<file path="src/rtl/sram_arbiter.sv">
// -----------------------------------------------------------------------------
// sram_arbiter
//
// Purpose:
//   Shares one asynchronous 16-bit SRAM between two requesters. Port 0 is the
//   CPU memory path (MAR/MDR) and port 1 is the debug/program loader. Each
//   granted access runs as a fixed multi-cycle read or write. The arbiter
//   drives the active-low SRAM strobes itself, so the instruction sequencer
//   no longer has direct control of them. Arbitration is round-robin, and each
//   port uses a req/ack handshake.
//
// Ports:
//   Clk, Reset          system clock (rising edge); synchronous active-high reset
//   Req0/We0/Addr0/WData0
//                       port 0 request (held until Ack0), write flag, address,
//                       write data
//   Ack0, RData0        port 0 one-cycle completion pulse; read data, which is
//                       valid from Ack0 until the next port 0 read completes
//   Req1/We1/Addr1/WData1/Ack1/RData1
//                       same set of signals for port 1
//   Mem_ADDR            SRAM address, held from grant through RECOVER
//   Data_to_SRAM        write data to the external tristate buffer
//   Data_from_SRAM      data read back from the SRAM bus
//   Drive_En            1 = the tristate buffer drives Data_to_SRAM onto the bus
//   Mem_CE/UB/LB/OE/WE  active-low SRAM strobes
//
// Every output is a register, so no combinational path runs from a request
// input to a strobe.
// -----------------------------------------------------------------------------
module sram_arbiter #(
    parameter int ADDR_W       = 20,
    parameter int DATA_W       = 16,
    parameter int READ_CYCLES  = 2,
    parameter int WRITE_CYCLES = 2
) (
    input  logic              Clk,
    input  logic              Reset,

    input  logic              Req0,
    input  logic              We0,
    input  logic [ADDR_W-1:0] Addr0,
    input  logic [DATA_W-1:0] WData0,
    output logic              Ack0,
    output logic [DATA_W-1:0] RData0,

    input  logic              Req1,
    input  logic              We1,
    input  logic [ADDR_W-1:0] Addr1,
    input  logic [DATA_W-1:0] WData1,
    output logic              Ack1,
    output logic [DATA_W-1:0] RData1,

    output logic [ADDR_W-1:0] Mem_ADDR,
    output logic [DATA_W-1:0] Data_to_SRAM,
    input  logic [DATA_W-1:0] Data_from_SRAM,
    output logic              Drive_En,
    output logic              Mem_CE,
    output logic              Mem_UB,
    output logic              Mem_LB,
    output logic              Mem_OE,
    output logic              Mem_WE
);

    localparam int MAX_CYCLES = (READ_CYCLES > WRITE_CYCLES) ? READ_CYCLES : WRITE_CYCLES;
    localparam int CNT_W      = (MAX_CYCLES > 1) ? $clog2(MAX_CYCLES) : 1;

    // The counter starts at K-1 and reaches 0 in the last ACCESS cycle.
    localparam logic [CNT_W-1:0] RD_LOAD = CNT_W'(READ_CYCLES - 1);
    localparam logic [CNT_W-1:0] WR_LOAD = CNT_W'(WRITE_CYCLES - 1);

    typedef enum logic [1:0] {
        IDLE    = 2'd0,
        ACCESS  = 2'd1,
        RECOVER = 2'd2
    } state_t;

    state_t              state_q;
    logic [CNT_W-1:0]    cnt_q;
    logic                grant_q;       // port that owns the current access
    logic                last_grant_q;  // port granted most recently
    logic                we_q;          // current access is a write

    logic                ack0_q, ack1_q;
    logic [DATA_W-1:0]   rdata0_q, rdata1_q;
    logic [ADDR_W-1:0]   addr_q;
    logic [DATA_W-1:0]   wdata_q;
    logic                drive_en_q;
    logic                ce_n_q, oe_n_q, we_n_q;

    // Arbitration decode. These values feed only the state registers and are
    // used only in IDLE.
    logic                grant_d;
    logic                we_d;
    logic [ADDR_W-1:0]   addr_d;
    logic [DATA_W-1:0]   wdata_d;

    always_comb begin
        // NOTE: every output of this block gets a default first, so no path
        // can leave a value unassigned and infer a latch.
        grant_d = 1'b0;
        we_d    = We0;
        addr_d  = Addr0;
        wdata_d = WData0;

        // On a tie, the port that did not win last time gets the grant.
        // Otherwise the single requester wins, which is port 1 exactly when
        // Req1 is set.
        if (Req0 && Req1) begin
            grant_d = ~last_grant_q;
        end else begin
            grant_d = Req1;
        end

        if (grant_d) begin
            we_d    = We1;
            addr_d  = Addr1;
            wdata_d = WData1;
        end
    end

    // NOTE: all sequential state is written with non-blocking assignments, so
    // every register samples pre-edge values and the update order does not
    // matter.
    always_ff @(posedge Clk) begin
        if (Reset) begin
            state_q      <= IDLE;
            cnt_q        <= '0;
            grant_q      <= 1'b0;
            last_grant_q <= 1'b1;       // port 0 wins the first tie
            we_q         <= 1'b0;
            ack0_q       <= 1'b0;
            ack1_q       <= 1'b0;
            rdata0_q     <= '0;
            rdata1_q     <= '0;
            addr_q       <= '0;
            wdata_q      <= '0;
            drive_en_q   <= 1'b0;
            ce_n_q       <= 1'b1;
            oe_n_q       <= 1'b1;
            we_n_q       <= 1'b1;
        end else begin
            // Acks are single-cycle pulses. They are set only on the edge
            // that enters RECOVER.
            ack0_q <= 1'b0;
            ack1_q <= 1'b0;

            case (state_q)
                IDLE: begin
                    if (Req0 || Req1) begin
                        state_q      <= ACCESS;
                        grant_q      <= grant_d;
                        last_grant_q <= grant_d;
                        we_q         <= we_d;
                        addr_q       <= addr_d;
                        wdata_q      <= wdata_d;
                        cnt_q        <= we_d ? WR_LOAD : RD_LOAD;
                        ce_n_q       <= 1'b0;
                        oe_n_q       <= we_d;
                        we_n_q       <= ~we_d;
                        drive_en_q   <= we_d;
                    end
                end

                ACCESS: begin
                    if (cnt_q == '0) begin
                        state_q <= RECOVER;
                        ce_n_q  <= 1'b1;
                        oe_n_q  <= 1'b1;
                        we_n_q  <= 1'b1;
                        // Drive_En stays high through RECOVER on a write. This
                        // holds the data on the bus after WE rises.
                        if (!we_q) begin
                            if (grant_q) rdata1_q <= Data_from_SRAM;
                            else         rdata0_q <= Data_from_SRAM;
                        end
                        if (grant_q) ack1_q <= 1'b1;
                        else         ack0_q <= 1'b1;
                    end else begin
                        cnt_q <= cnt_q - 1'b1;
                    end
                end

                RECOVER: begin
                    state_q    <= IDLE;
                    drive_en_q <= 1'b0;
                end

                default: begin
                    state_q    <= IDLE;
                    ce_n_q     <= 1'b1;
                    oe_n_q     <= 1'b1;
                    we_n_q     <= 1'b1;
                    drive_en_q <= 1'b0;
                end
            endcase
        end
    end

    assign Ack0         = ack0_q;
    assign Ack1         = ack1_q;
    assign RData0       = rdata0_q;
    assign RData1       = rdata1_q;
    assign Mem_ADDR     = addr_q;
    assign Data_to_SRAM = wdata_q;
    assign Drive_En     = drive_en_q;
    assign Mem_CE       = ce_n_q;
    assign Mem_UB       = ce_n_q;   // both byte lanes are always enabled together with CE
    assign Mem_LB       = ce_n_q;
    assign Mem_OE       = oe_n_q;
    assign Mem_WE       = we_n_q;

endmodule

</file>
<file path="config.mk">
export PLATFORM = sky130hd
export DESIGN_NAME = sram_arbiter
export DESIGN_NICKNAME = d
export VERILOG_FILES = /design/src/rtl/sram_arbiter.sv
export SDC_FILE = /design/constraint.sdc
export NUM_CORES = 1
export LEC_CHECK = 0
export BUFFER_PORTS_ARGS = -buffer_cell sky130_fd_sc_hd__clkbuf_2
export CAP_MARGIN = 30
export CORE_ASPECT_RATIO = 1.4
export CORE_MARGIN = 2
export CORE_UTILIZATION = 49
export CTS_CLUSTER_DIAMETER = 200
export CTS_CLUSTER_SIZE = 30
export DETAILED_ROUTE_END_ITERATION = 6
export GPL_ROUTABILITY_DRIVEN = 0
export PLACE_DENSITY = 0.85
export SKIP_CTS_REPAIR_TIMING = 1
export SLEW_MARGIN = 20
export SYNTH_ARGS = -nofsm -noshare
export SYNTH_HDL_FRONTEND = slang
export SYNTH_SLANG_ARGS = --single-unit
</file>
<file path="constraint.sdc">
create_clock -name Clk -period 2 [get_ports Clk]
set_input_delay 0.4 -clock Clk [delete_from_list [all_inputs] [get_ports Clk]]
set_output_delay 0.4 -clock Clk [all_outputs]
set_load 0.1 [all_outputs]
</file>
=== After elaboration in Yosys (flattened, before gate mapping) ===
Index checks and enable logic that the tools add are counted.

* Output and inout bits: 76
* Register bits: 80
* Logic and storage cells: 59

* Add/subtract/negate cells: 1
* Muxes and demuxes: 20
* Equal/unequal tests: 4
* Reduce and logical (&&, ||, !) cells: 12
* Bitwise logic cells: 7

{| class="wikitable"
|+ Operators by type and width
! cell !! count
|-
| 20-bit 2-to-1 mux || 1
|-
| 16-bit 2-to-1 mux || 1
|-
| 1-bit 2-to-1 mux || 10
|-
| 1-bit case mux with 3 select lines || 3
|-
| 2-bit AND reduction || 4
|-
| 4-bit AND reduction || 2
|-
| 1-bit inverter || 7
|-
| 2-bit 2-to-1 mux || 2
|-
| 2-bit != test, second input constant || 2
|-
| 1-bit case mux with 2 select lines || 2
|-
| 2-bit case mux with 2 select lines || 1
|-
| 3-bit AND reduction || 1
|-
| 3-bit OR reduction || 1
|-
| 2-bit by 1-bit equality test with 1-bit output, second input constant || 1
|-
| 2-bit equality test, second input constant || 1
|-
| 2-bit zero test || 1
|-
| 2-bit nonzero test || 1
|-
| 1-bit logical AND || 1
|-
| 1-bit logical OR || 1
|-
| 1-bit subtractor, second input constant || 1
|}

=== Depth between registers and ports, before layout ===
* Depth after elaboration: 6
* Mapped depth: 5
* Depth with buffers taken out: 3

=== Worst setup path before layout ===
OpenSTA, ideal clock, no wires.

* Path type: reg-to-output
* Start point: register ce_n_q (netlist: Mem_CE)
* End point: output port Mem_LB
* Path buffers: 1
* Path slack: 0.196 ns
* Stages on the path, launching flop included: 2
* Data required time: 1.600 ns
* Data arrival time: 1.404 ns
* Path through: dfxtp_1 buf_4

{| class="wikitable"
|+ RTL lines
! element !! RTL line !! RTL
|-
| start: declaration || 88 || <nowiki>logic ce_n_q, oe_n_q, we_n_q;</nowiki>
|-
| start signal: assignment || 138 || <nowiki>ce_n_q <= 1'b1;</nowiki>
|-
| start signal: assignment || 157 || <nowiki>ce_n_q <= 1'b0;</nowiki>
|-
| start signal: assignment || 167 || <nowiki>ce_n_q <= 1'b1;</nowiki>
|-
| end: declaration || 59 || <nowiki>output logic Mem_LB,</nowiki>
|}

No word-level cell between the ends.

=== Worst setup path in the final report ===
* Start point: register ce_n_q (netlist: Mem_CE)
* End point: output port Mem_CE

{| class="wikitable"
|+ RTL lines
! element !! RTL line !! RTL
|-
| end: declaration || 57 || <nowiki>output logic Mem_CE,</nowiki>
|}

No word-level cell between the ends.

==> impl_metrics.env <==
export IMPL_status="finished clean"
export IMPL_num_vias=3568
export IMPL_hpwlAfterDp_um=6379
export IMPL_hp_class="in2reg"
export IMPL_async_reset_ff_frac=0
export IMPL_hold_viol_final=0
export IMPL_antenna_found_initial=0
export IMPL_clock_sinks=80
export IMPL_top_layer_used="met4"
export IMPL_yosys_warnings=0
export IMPL_wl_met3_um=680
export IMPL_syn_avg_cell_area_um2=8.380
export IMPL_die_w_um=73.90
export IMPL_min_period_ns=1.661
export IMPL_routedWlPerCell_um=14.07
export IMPL_clk_latency_ns=0.34
export IMPL_path_max_fanout=5
export IMPL_slowest_delay_ns=0.50
export IMPL_synth_distinct_cells=33
export IMPL_first_pass_iters=4
export IMPL_start_util=0.5069
export IMPL_drc=0
export IMPL_power_density_mw_per_mm2=1090
export IMPL_portBuffers=169
export IMPL_crit_buf_inv=1
export IMPL_synth_area_leaders="dfxtp_1 48%, a21oi_1 11%, a311oi_1 9.4%, nand2_1 8.4%, nand3_1 4.8%"
export IMPL_tns_ns=0
export IMPL_min_period_over_period=0.8304
export IMPL_p_leak_nw=1.968
export IMPL_ant_nets=0
export IMPL_required_ns=1.60
export IMPL_end_kind="primary output"
export IMPL_grt_pass1_vias=3239
export IMPL_synth_top_area_frac=0.4778
export IMPL_htreeDepth=3
export IMPL_synth_ff_type="dfxtp_1"
export IMPL_cts_tree="done"
export IMPL_cp_arrival_ns=1.26
export IMPL_worstMarginPinSlew_ns=0.5721
export IMPL_rsz0062_at_grt="no"
export IMPL_n_antenna_cell=0
export IMPL_die_area_mm2=0.007527
export IMPL_clk_pin_slew_ns=0.08
export IMPL_wl_met2_um=4488
export IMPL_relSlewSlack=0.6182
export IMPL_setup_viol=0
export IMPL_area_growth_pct=31.88
export IMPL_ir_drop_uv=577.2
export IMPL_rows=35
export IMPL_cts_root_buf="clkbuf_8"
export IMPL_clock_skew_ns=0.005811
export IMPL_cts_buffer_depth=2
export IMPL_wl_met1_um=3706
export IMPL_slew_violations=0
export IMPL_die_h_um=101.9
export IMPL_io_pins=170
export IMPL_crit_slowest_cell="clkbuf_2"
export IMPL_crit_family="buffers and inverters"
export IMPL_cts_buffers=9
export IMPL_path_cells="clkbuf_2"
export IMPL_grt_max_degree=38
export IMPL_syn_area_mm2=0.003352
export IMPL_criticalPathCategory="reg2out"
export IMPL_synth_largest_area_cell="dfxtp_1"
export IMPL_fmax_mhz=602.1
export IMPL_seq_area_frac_synth=0.4778
export IMPL_drt_iter0_drc=146
export IMPL_synth_seq_cells=80
export IMPL_grt_pass1_wl_um=14600
export IMPL_track_usage=0.2462
export IMPL_startpoint_type="flop"
export IMPL_coreArea_mm2=0.006613
export IMPL_fin_util=0.6685
export IMPL_nets=644
export IMPL_synth_nets=494
export IMPL_drive_above_1_share=0.3725
export IMPL_grt_overflow=0
export IMPL_drt_total_wl_um=9077
export IMPL_synthCells=400
export IMPL_synth_edf_count=0
export IMPL_maxCapViolCount=0
export IMPL_vias_per_cell=5.532
export IMPL_finalPower_w=0.004819
## cells by family (layout without fill, tap and decap cells)
kind of cell / count (synthesis) / after routing / synth area share
compound gates: 153 / 153 / 0.2882
mux: 1 / 1 / 0.002986
buf+inv: 47 / 200 / 0.07130
simple gates: 119 / 119 / 0.1598
flops: 80 / 80 / 0.4778
## power breakdown
part	leakage, nW	total [W]	internal [W]	switching, W
clock	0.101	0.00127	0.000724	0.000546
combinational	1.21	0.00172	0.000342	0.00138
sequential	0.657	0.00182	0.00173	0.0000890
## cell usage in the layout (no fill, tap or decap), types with 2 or more instances in the layout
master     netlist  final
bufinv_16        0      2
buf_12           0      2
o21ai_2          4      4
nor3_1           4      4
inv_1            4      4
nor4_1           2      2
nand3_1         32     32
buf_4            4     11
a311oi_1        36     36
o21ai_0          4      4
a21oi_1         72     72
o21ai_1         26     26
nand2_1         75     75
clkbuf_8         0     10
clkbuf_2         0    169
dfxtp_1         80     80
## registers in the layout (all words and copies together) (netlist names)
name          count
Data_to_SRAM     16
Mem_ADDR         20
last_grant_q      1
Mem_CE            1
we_q              1
Drive_En          1
Ack1              1
Mem_WE            1
cnt_q             1
RData1           16
grant_q           1
Ack0              1
RData0           16
state_q           2
Mem_OE            1
## synth_stat cells, drive strengths merged, types with 2 or more instances
library cell  count
inv               4
buf              27
a21oi            72
o21ai            34
a311oi           36
dfxtp            80
nor2              2
clkbuf           16
nor4              2
nand2            75
nor3              4
nand3            32
## tightest hold or removal path: stages
cell,delay (ns)
clkbuf_2,0.08
nand2_1,0.04
a311oi_1,0.07
## stage by stage
step           hold WS (ns)  std cells  cell area, um^2  setup WS, ns
6_report             0.2903        645             4420        0.3392
5_1_grt              0.2872        645             4420        0.2603
4_1_cts              0.2788        645             4420        0.3098
3_5_place_dp         0.4632        631             4212        0.3895
3_3_place_gp         0.4562        631             4212        0.4644
2_1_floorplan        0.4813        400             3352        0.1960
## final timing paths
| check | from | to | slack [ns] | cells after the start |
|---|---|---|---|---|
| min reg2reg | RData0[14] | RData0[14] | 0.47 | 2 |
| max | Mem_CE | Mem_CE | 0.34 | 1 |
| max reg2reg | state_q[0] | RData0[2] | 0.38 | 3 |
| min | Addr1[15] | Mem_ADDR[15] | 0.29 | 3 |
## area by class of cell
class,instances,area (um^2)
clock buffer,11,141.4
clock inverter,3,67.56
fill,547,2192
inverter,4,15.01
multi-input combinational,273,1511
sequential,80,1602
tap,92,115.1
timing repair buffer,182,968.4
## layer usage
layer  GRT usage  vias to the layer above
li1            -                     1751
met5           0                        -
met2      0.4052                      166
met3     0.06016                       14
met1      0.2980                     1637
met4      0.1189                        0
Note: power is estimated with default switching activity, not from simulation.
